File: config.mk
export PLATFORM = sky130hd
export DESIGN_NAME = aud_seq_ctrl
export DESIGN_NICKNAME = d
export VERILOG_FILES = /design/src/rtl/aud_pkg.sv /design/src/rtl/aud_speed_ctr.sv /design/src/rtl/aud_seq_ctrl.sv
export SDC_FILE = /design/constraint.sdc
export NUM_CORES = 1
export LEC_CHECK = 0
export CAP_MARGIN = 20
export CORE_MARGIN = 1
export CORE_UTILIZATION = 52
export DETAILED_ROUTE_END_ITERATION = 8
export GPL_TIMING_DRIVEN = 0
export PLACE_DENSITY_LB_ADDON = 0.25
export SETUP_SLACK_MARGIN = 0.4
export SKIP_CTS_REPAIR_TIMING = 1
export SYNTH_ARGS = -nofsm -noshare
export SYNTH_HDL_FRONTEND = slang
export SYNTH_HIERARCHICAL = 1
export SYNTH_SLANG_ARGS = --single-unit
export TNS_END_PERCENT = 1
File: constraint.sdc
create_clock -name i_clk -period 3.2 [get_ports i_clk]
set_clock_uncertainty 0.1 [all_clocks]
set_input_delay 0.64 -clock i_clk [delete_from_list [all_inputs] [get_ports i_clk]]
set_output_delay 0.64 -clock i_clk [all_outputs]
set_load 0.03 [all_outputs]
File: src/rtl/aud_pkg.sv
// rtl/aud_pkg.sv - shared FSM states, speed and mode constants for the audio sequencer
package aud_pkg;

    // Values are visible on o_state for the front-panel LEDs, so keep them fixed.
    typedef enum logic [2:0] {
        ST_IDLE  = 3'd0,
        ST_INIT  = 3'd1,
        ST_STOP  = 3'd2,
        ST_DSP   = 3'd3,
        ST_WAIT  = 3'd4,
        ST_PAUSE = 3'd5
    } aud_state_e;

    localparam int   SPD_NORM  = 7;     // 1x playback speed code
    localparam int   SPD_MAX   = 14;    // fastest speed code
    localparam logic MODE_PLAY = 1'b0;
    localparam logic MODE_REC  = 1'b1;

endpackage

File: src/rtl/aud_speed_ctr.sv
// rtl/aud_speed_ctr.sv - saturating speed code counter driven by up/down key pulses
// Ports: i_clk, i_rst_n (async active-low), i_up / i_down key pulses,
//        o_speed current speed code (0..SPD_MAX, resets to SPD_NORM).
module aud_speed_ctr #(
    parameter int SPD_MAX  = aud_pkg::SPD_MAX,
    parameter int SPD_NORM = aud_pkg::SPD_NORM
) (
    input  logic       i_clk,
    input  logic       i_rst_n,
    input  logic       i_up,
    input  logic       i_down,
    output logic [3:0] o_speed
);

    logic [3:0] r_speed;

    // Simultaneous up and down cancel out.
    always_ff @(posedge i_clk or negedge i_rst_n) begin
        if (!i_rst_n) begin
            r_speed <= 4'(SPD_NORM);
        end else if (i_up && !i_down && (r_speed != 4'(SPD_MAX))) begin
            r_speed <= r_speed + 4'd1;
        end else if (i_down && !i_up && (r_speed != 4'd0)) begin
            r_speed <= r_speed - 4'd1;
        end
    end

    assign o_speed = r_speed;

endmodule

File: src/rtl/aud_seq_ctrl.sv
// rtl/aud_seq_ctrl.sv - audio record/play frame sequencer (codec init, per-channel DSP and I2S handshakes)
// Ports: i_clk, i_rst_n (async active-low); i_mode/i_interpol run settings latched on start;
//        i_key_start/stop/up/down key pulses; i_init_fin, i_dsp_fin, i_io_fin completion strobes;
//        i_addr current DSP address. o_init_start/o_dsp_clear levels; o_dsp_start,
//        o_play_start, o_rec_start registered single-cycle pulses; o_ch serviced channel;
//        o_mode/o_interpol latched settings; o_speed speed code; o_rec_end last recorded
//        address; o_state FSM state for LEDs.
module aud_seq_ctrl #(
    parameter int NCH      = 2,
    parameter int AW       = 20,
    parameter int SPD_MAX  = aud_pkg::SPD_MAX,
    parameter int SPD_NORM = aud_pkg::SPD_NORM,
    localparam int CHW     = (NCH > 1) ? $clog2(NCH) : 1
) (
    input  logic           i_clk,
    input  logic           i_rst_n,
    input  logic           i_mode,
    input  logic           i_interpol,
    input  logic           i_key_start,
    input  logic           i_key_stop,
    input  logic           i_key_up,
    input  logic           i_key_down,
    input  logic           i_init_fin,
    input  logic           i_dsp_fin,
    input  logic           i_io_fin,
    input  logic [AW-1:0]  i_addr,
    output logic           o_init_start,
    output logic           o_dsp_clear,
    output logic           o_dsp_start,
    output logic           o_play_start,
    output logic           o_rec_start,
    output logic [CHW-1:0] o_ch,
    output logic           o_mode,
    output logic           o_interpol,
    output logic [3:0]     o_speed,
    output logic [AW-1:0]  o_rec_end,
    output logic [2:0]     o_state
);

    aud_pkg::aud_state_e r_state, w_next_state;

    logic [CHW-1:0] r_ch, w_ch_nxt;
    logic           r_init_start, r_dsp_clear;
    logic           r_dsp_start, w_dsp_start_nxt;
    logic           r_play_start, w_play_start_nxt;
    logic           r_rec_start, w_rec_start_nxt;
    logic           r_stop_req, w_stop_req_nxt;
    logic           r_pause_req, w_pause_req_nxt;
    logic           r_mode, w_mode_nxt;
    logic           r_interpol, w_interpol_nxt;
    logic [AW-1:0]  r_rec_end, w_rec_end_nxt;

    logic w_limit, w_stop_any, w_pause_any, w_last_ch;

    // Record stops when memory is full; play stops once it reaches the recorded end.
    assign w_limit     = (r_mode == aud_pkg::MODE_REC) ? (i_addr == {AW{1'b1}})
                                                       : (i_addr >= r_rec_end);
    // A key pressed in the very cycle the frame ends still counts for that frame end.
    assign w_stop_any  = r_stop_req  | i_key_stop;
    assign w_pause_any = r_pause_req | i_key_start;
    assign w_last_ch   = (r_ch == CHW'(NCH - 1));

    always_ff @(posedge i_clk or negedge i_rst_n) begin
        if (!i_rst_n) begin
            r_state <= aud_pkg::ST_IDLE;
        end else begin
            r_state <= w_next_state;
        end
    end

    always_comb begin
        w_next_state     = r_state;
        w_ch_nxt         = r_ch;
        w_dsp_start_nxt  = 1'b0;
        w_play_start_nxt = 1'b0;
        w_rec_start_nxt  = 1'b0;
        w_stop_req_nxt   = r_stop_req;
        w_pause_req_nxt  = r_pause_req;
        w_mode_nxt       = r_mode;
        w_interpol_nxt   = r_interpol;
        w_rec_end_nxt    = r_rec_end;

        case (r_state)
            aud_pkg::ST_IDLE: begin
                w_next_state = aud_pkg::ST_INIT;
            end
            aud_pkg::ST_INIT: begin
                if (i_init_fin) begin
                    w_next_state = aud_pkg::ST_STOP;
                    w_ch_nxt     = '0;
                end
            end
            aud_pkg::ST_STOP: begin
                w_ch_nxt = '0;
                if (i_key_start) begin
                    w_mode_nxt      = i_mode;
                    w_interpol_nxt  = i_interpol;
                    w_dsp_start_nxt = 1'b1;
                    w_next_state    = aud_pkg::ST_DSP;
                end
            end
            aud_pkg::ST_DSP: begin
                w_stop_req_nxt  = w_stop_any;
                w_pause_req_nxt = w_pause_any;
                if (i_dsp_fin) begin
                    w_rec_start_nxt  = (r_mode == aud_pkg::MODE_REC);
                    w_play_start_nxt = (r_mode == aud_pkg::MODE_PLAY);
                    w_next_state     = aud_pkg::ST_WAIT;
                end
            end
            aud_pkg::ST_WAIT: begin
                w_stop_req_nxt  = w_stop_any;
                w_pause_req_nxt = w_pause_any;
                if (i_io_fin) begin
                    if (!w_last_ch) begin
                        w_ch_nxt        = r_ch + CHW'(1);
                        w_dsp_start_nxt = 1'b1;
                        w_next_state    = aud_pkg::ST_DSP;
                    end else begin
                        // Frame boundary: the only place a run may stop or pause.
                        w_stop_req_nxt  = 1'b0;
                        w_pause_req_nxt = 1'b0;
                        w_ch_nxt        = '0;
                        if (w_stop_any || w_limit) begin
                            w_next_state = aud_pkg::ST_STOP;
                            if (r_mode == aud_pkg::MODE_REC) begin
                                w_rec_end_nxt = i_addr;
                            end
                        end else if (w_pause_any) begin
                            w_next_state = aud_pkg::ST_PAUSE;
                        end else begin
                            w_dsp_start_nxt = 1'b1;
                            w_next_state    = aud_pkg::ST_DSP;
                        end
                    end
                end
            end
            aud_pkg::ST_PAUSE: begin
                if (i_key_stop) begin
                    w_next_state = aud_pkg::ST_STOP;
                    w_ch_nxt     = '0;
                    if (r_mode == aud_pkg::MODE_REC) begin
                        w_rec_end_nxt = i_addr;
                    end
                end else if (i_key_start) begin
                    w_ch_nxt        = '0;
                    w_dsp_start_nxt = 1'b1;
                    w_next_state    = aud_pkg::ST_DSP;
                end
            end
            default: begin
                w_next_state = aud_pkg::ST_IDLE;
            end
        endcase
    end

    always_ff @(posedge i_clk or negedge i_rst_n) begin
        if (!i_rst_n) begin
            r_ch         <= '0;
            r_init_start <= 1'b0;
            r_dsp_clear  <= 1'b0;
            r_dsp_start  <= 1'b0;
            r_play_start <= 1'b0;
            r_rec_start  <= 1'b0;
            r_stop_req   <= 1'b0;
            r_pause_req  <= 1'b0;
            r_mode       <= aud_pkg::MODE_REC;
            r_interpol   <= 1'b0;
            r_rec_end    <= {AW{1'b1}};
        end else begin
            r_ch         <= w_ch_nxt;
            // Levels follow the next state so they line up with o_state.
            r_init_start <= (w_next_state == aud_pkg::ST_INIT);
            r_dsp_clear  <= (w_next_state == aud_pkg::ST_STOP);
            r_dsp_start  <= w_dsp_start_nxt;
            r_play_start <= w_play_start_nxt;
            r_rec_start  <= w_rec_start_nxt;
            r_stop_req   <= w_stop_req_nxt;
            r_pause_req  <= w_pause_req_nxt;
            r_mode       <= w_mode_nxt;
            r_interpol   <= w_interpol_nxt;
            r_rec_end    <= w_rec_end_nxt;
        end
    end

    aud_speed_ctr #(
        .SPD_MAX  (SPD_MAX),
        .SPD_NORM (SPD_NORM)
    ) u_speed (
        .i_clk   (i_clk),
        .i_rst_n (i_rst_n),
        .i_up    (i_key_up),
        .i_down  (i_key_down),
        .o_speed (o_speed)
    );

    assign o_init_start = r_init_start;
    assign o_dsp_clear  = r_dsp_clear;
    assign o_dsp_start  = r_dsp_start;
    assign o_play_start = r_play_start;
    assign o_rec_start  = r_rec_start;
    assign o_ch         = r_ch;
    assign o_mode       = r_mode;
    assign o_interpol   = r_interpol;
    assign o_rec_end    = r_rec_end;
    assign o_state      = r_state;

endmodule

==> flow_summary_export.csv <==
group,metric,value,unit
run_status,status,"finished clean",
sta,tightest_slew,792,ps
sta,rsz0062_at_grt,"no",
floorplan,core,4380,um2
clock_tree,clockRootBuffer,"clkbuf_8",
synth,synthAdderAreaFrac,0.124,
detailed_routing,vias_per_cell,5.52,
place,port_buffers,65,
floorplan,ios,66,
power,power.density,1010,nW/um2
global_routing,grt_pass1_vias,1939,
setup_path,worstReg2RegEnd,"u_speed/o_speed[3]$_DFFE_PN0P_",
synth,synth-async-reset-ratio,1.00,
setup_path,timing.rr.start,"u_speed/o_speed[0]$_DFFE_PN1P_",
synth,synth_cells,227,
place,gp_congestion,0.898,
synth,synth_top_family_by_area,"multiplexers",
cells_and_area,syn2layout_area_growth,33.7,%
synth,syn_nets,281,
detailed_routing,wl,5270,um
sta,timing.setup.tns,0,ps
synth,syn_area,2390,um2
power,p_total,0.00322,W
cells_and_area,utilization,0.728,
detailed_routing,antenna_left,0,
setup_path,criticalPathCategory,"in -> reg",
clock_tree,cts_made_buffers,5,
synth,synth_edf_count,0,
sta,maxSlewViolCount,0,
cells_and_area,drive_gt1_frac,0.220,
synth,synth_compound_area_frac,0.118,
detailed_routing,firstDrtPassIters,4,
setup_path,startpoint,"i_addr[2]",
place,dpl.hpwl,3940,um
cells_and_area,nets,353,
synth,seq_area_frac_synth,0.400,
clock_tree,clock_latency,290,ps
setup_path,reg2reg_depth,8,
clock_tree,clock_sinks,37,
synth,synth_top_cell_area_share,0.264,
global_routing,antenna_found_initial,0,
floorplan,die_y,69.8,um
synth,synthSimpleGateAreaFrac,0.132,
power,ir_drop,0.590,mV
floorplan,initial_core_util,0.545,
sta,maxSlewHeadroom,0.472,
cells_and_area,stdcell_area,3190,um2
detailed_routing,wirelength_met1,2280,um
global_routing,grt_start_max_net_pins,38,
setup_path,r2r_slack,850,ps
floorplan,rows,24,
clock_tree,clockBufferDepth,2,
min_path,min_path_type,"in -> async",
synth,postSynthAreaPerCell,10.5,um2
sta,min_period,2610,ps
sta,finalHoldWorstSlack,352,ps
clock_tree,cts-htree-levels,2,
synth,synth.most_common_cell,"inv_1",
clock_tree,cts_tree,"yes",
synth,ys.flop_type,"dfstp_2",
setup_path,endpoint,"o_state[1]$_DFF_PN0_",
detailed_routing,top_layer,"met4",
power,leakagePower,1.39,nW
synth,synth_area_leaders,"dfstp_2 26%, mux2_4 14%, dfrtp_1 14%, ha_1 12%, inv_1 3.9%",
global_routing,grt_pass1_wl,8800,um
synth,yosys_warnings,6,
detailed_routing,wl_per_cell,15.0,um
detailed_routing,dr_total_vias,1944,
setup_path,critPathCaptureType,"register",
setup_path,crit_required,3240,ps
synth,synth_commonest_cells,"25 x inv_1, 24 x dfstp_2, 22 x ha_1, 22 x mux2_4",
place,post_dp_cell_area,3100,um2
synth,synth_top_cell_by_area,"dfstp_2",
sta,max_freq,0.383,GHz
cells_and_area,diodes,0,
sta,hold_viol_final,0,
synth,yosys_register_bits,37,
global_routing,grt_use_total,0.230,
sta,finalSetupViolCount,0,
global_routing,grt-ovfl-total,0,
floorplan,die_w,69.8,um
setup_path,critPathMaxFanout,5,
setup_path,start_kind,"input pin",
clock_tree,clkTransAtPathRegs,70,ps
floorplan,die_area,4870,um2
synth,yosys-mux-area-fraction,0.157,
sta,period_share,0.817,
detailed_routing,wl_met3,269,um
detailed_routing,drc,0,
detailed_routing,wl_met2,2620,um
synth,synth_xor_area_frac,0.0110,
flow_run,drv_cap,0,
detailed_routing,drtIter0Drc,87,
synth,ys_types,44,
setup_path,arrival,2650,ps
[layer usage]
layer,track usage,vias up
met5,0,-
met4,0.0778,0
met3,0.0581,9
met2,0.394,59
met1,0.280,935
li1,-,941
[worst min-delay path by stage]
stage / from / end / slack, ps / cells past startpoint
after detailed placement: o_interpol$_DFFE_PN0P_ / o_interpol$_DFFE_PN0P_ / 400 / 1
final: i_rst_n / r_stop_req$_DFFE_PN0P_ / 350 / 1
after global routing: i_rst_n / r_pause_req$_DFFE_PN0P_ / 400 / 1
after floorplan: i_rst_n / o_ch$_DFFE_PN0P_ / 240 / 0
after global placement: o_interpol$_DFFE_PN0P_ / o_interpol$_DFFE_PN0P_ / 390 / 1
after CTS: i_rst_n / o_ch$_DFFE_PN0P_ / 370 / 1
[sequential cells by signal, indices dropped and copies added, names as in the netlist]
| register | count |
|---|---|
| o_state | 3 |
| o_interpol | 1 |
| u_speed/o_speed | 4 |
| o_rec_end | 20 |
| o_ch | 1 |
| o_rec_start | 1 |
| o_init_start | 1 |
| o_mode | 1 |
| r_pause_req | 1 |
| o_dsp_clear | 1 |
| o_dsp_start | 1 |
| r_stop_req | 1 |
| o_play_start | 1 |
[through the flow]
step / setup WS, ps / instances
6_report: 587 / 352
5_1_grt: 383 / 352
4_1_cts: 451 / 352
3_3_place_gp: 241 / 344
2_1_floorplan: 910 / 227
3_5_place_dp: 165 / 344
[worst max-delay path: stages]
cell	delay, ps
clkdlybuf4s50_1	460
ha_1	330
a211oi_1	240
o21ai_1	110
a41oi_1	220
o21ai_0	170
a21oi_2	310
a31oi_1	170
[area by class of cell]
| cell class | instances | area, um2 |
|---|---|---|
| Buffer | 7 | 45.0 |
| Fill cell | 342 | 1190 |
| Multi-Input combinational cell | 158 | 1300 |
| Tap cell | 52 | 65.1 |
| Sequential cell | 37 | 956 |
| Inverter | 25 | 93.8 |
| Clock buffer | 8 | 90.1 |
| Timing Repair Buffer | 65 | 646 |
[placed cells by master, fill, tap and decap left out, types with 3 or more instances in the layout]
cell,count
clkdlybuf4s50_1,64
inv_1,25
dfstp_2,24
mux2_4,22
ha_1,22
nor2_1,15
nand2_1,14
a21oi_1,14
dfrtp_1,13
o21ai_0,10
nand4_1,7
clkbuf_8,6
nand2b_1,5
a211oi_1,5
buf_2,4
clkbuf_1,3
nor4_1,3
nand3_1,3
mux2_2,3
and2_1,3
nor3_1,3
[power breakdown]
part	total, W	switching (W)	internal [W]
combinational	0.00190	0.000992	0.000906
clock	0.000333	0.000158	0.000176
sequential	0.000985	0.000186	0.000799
total	0.00322	0.00134	0.00188
[cells by family after synthesis]
logic type                 Yosys count
xor gates and xnor gates             3
AOI/OAI and AO/OA                   45
buffers and inverters               32
and+or+nand+nor                     61
adders and majority gates           23
DFF                                 37
muxes                               26
(Power assumes the default switching activity.)
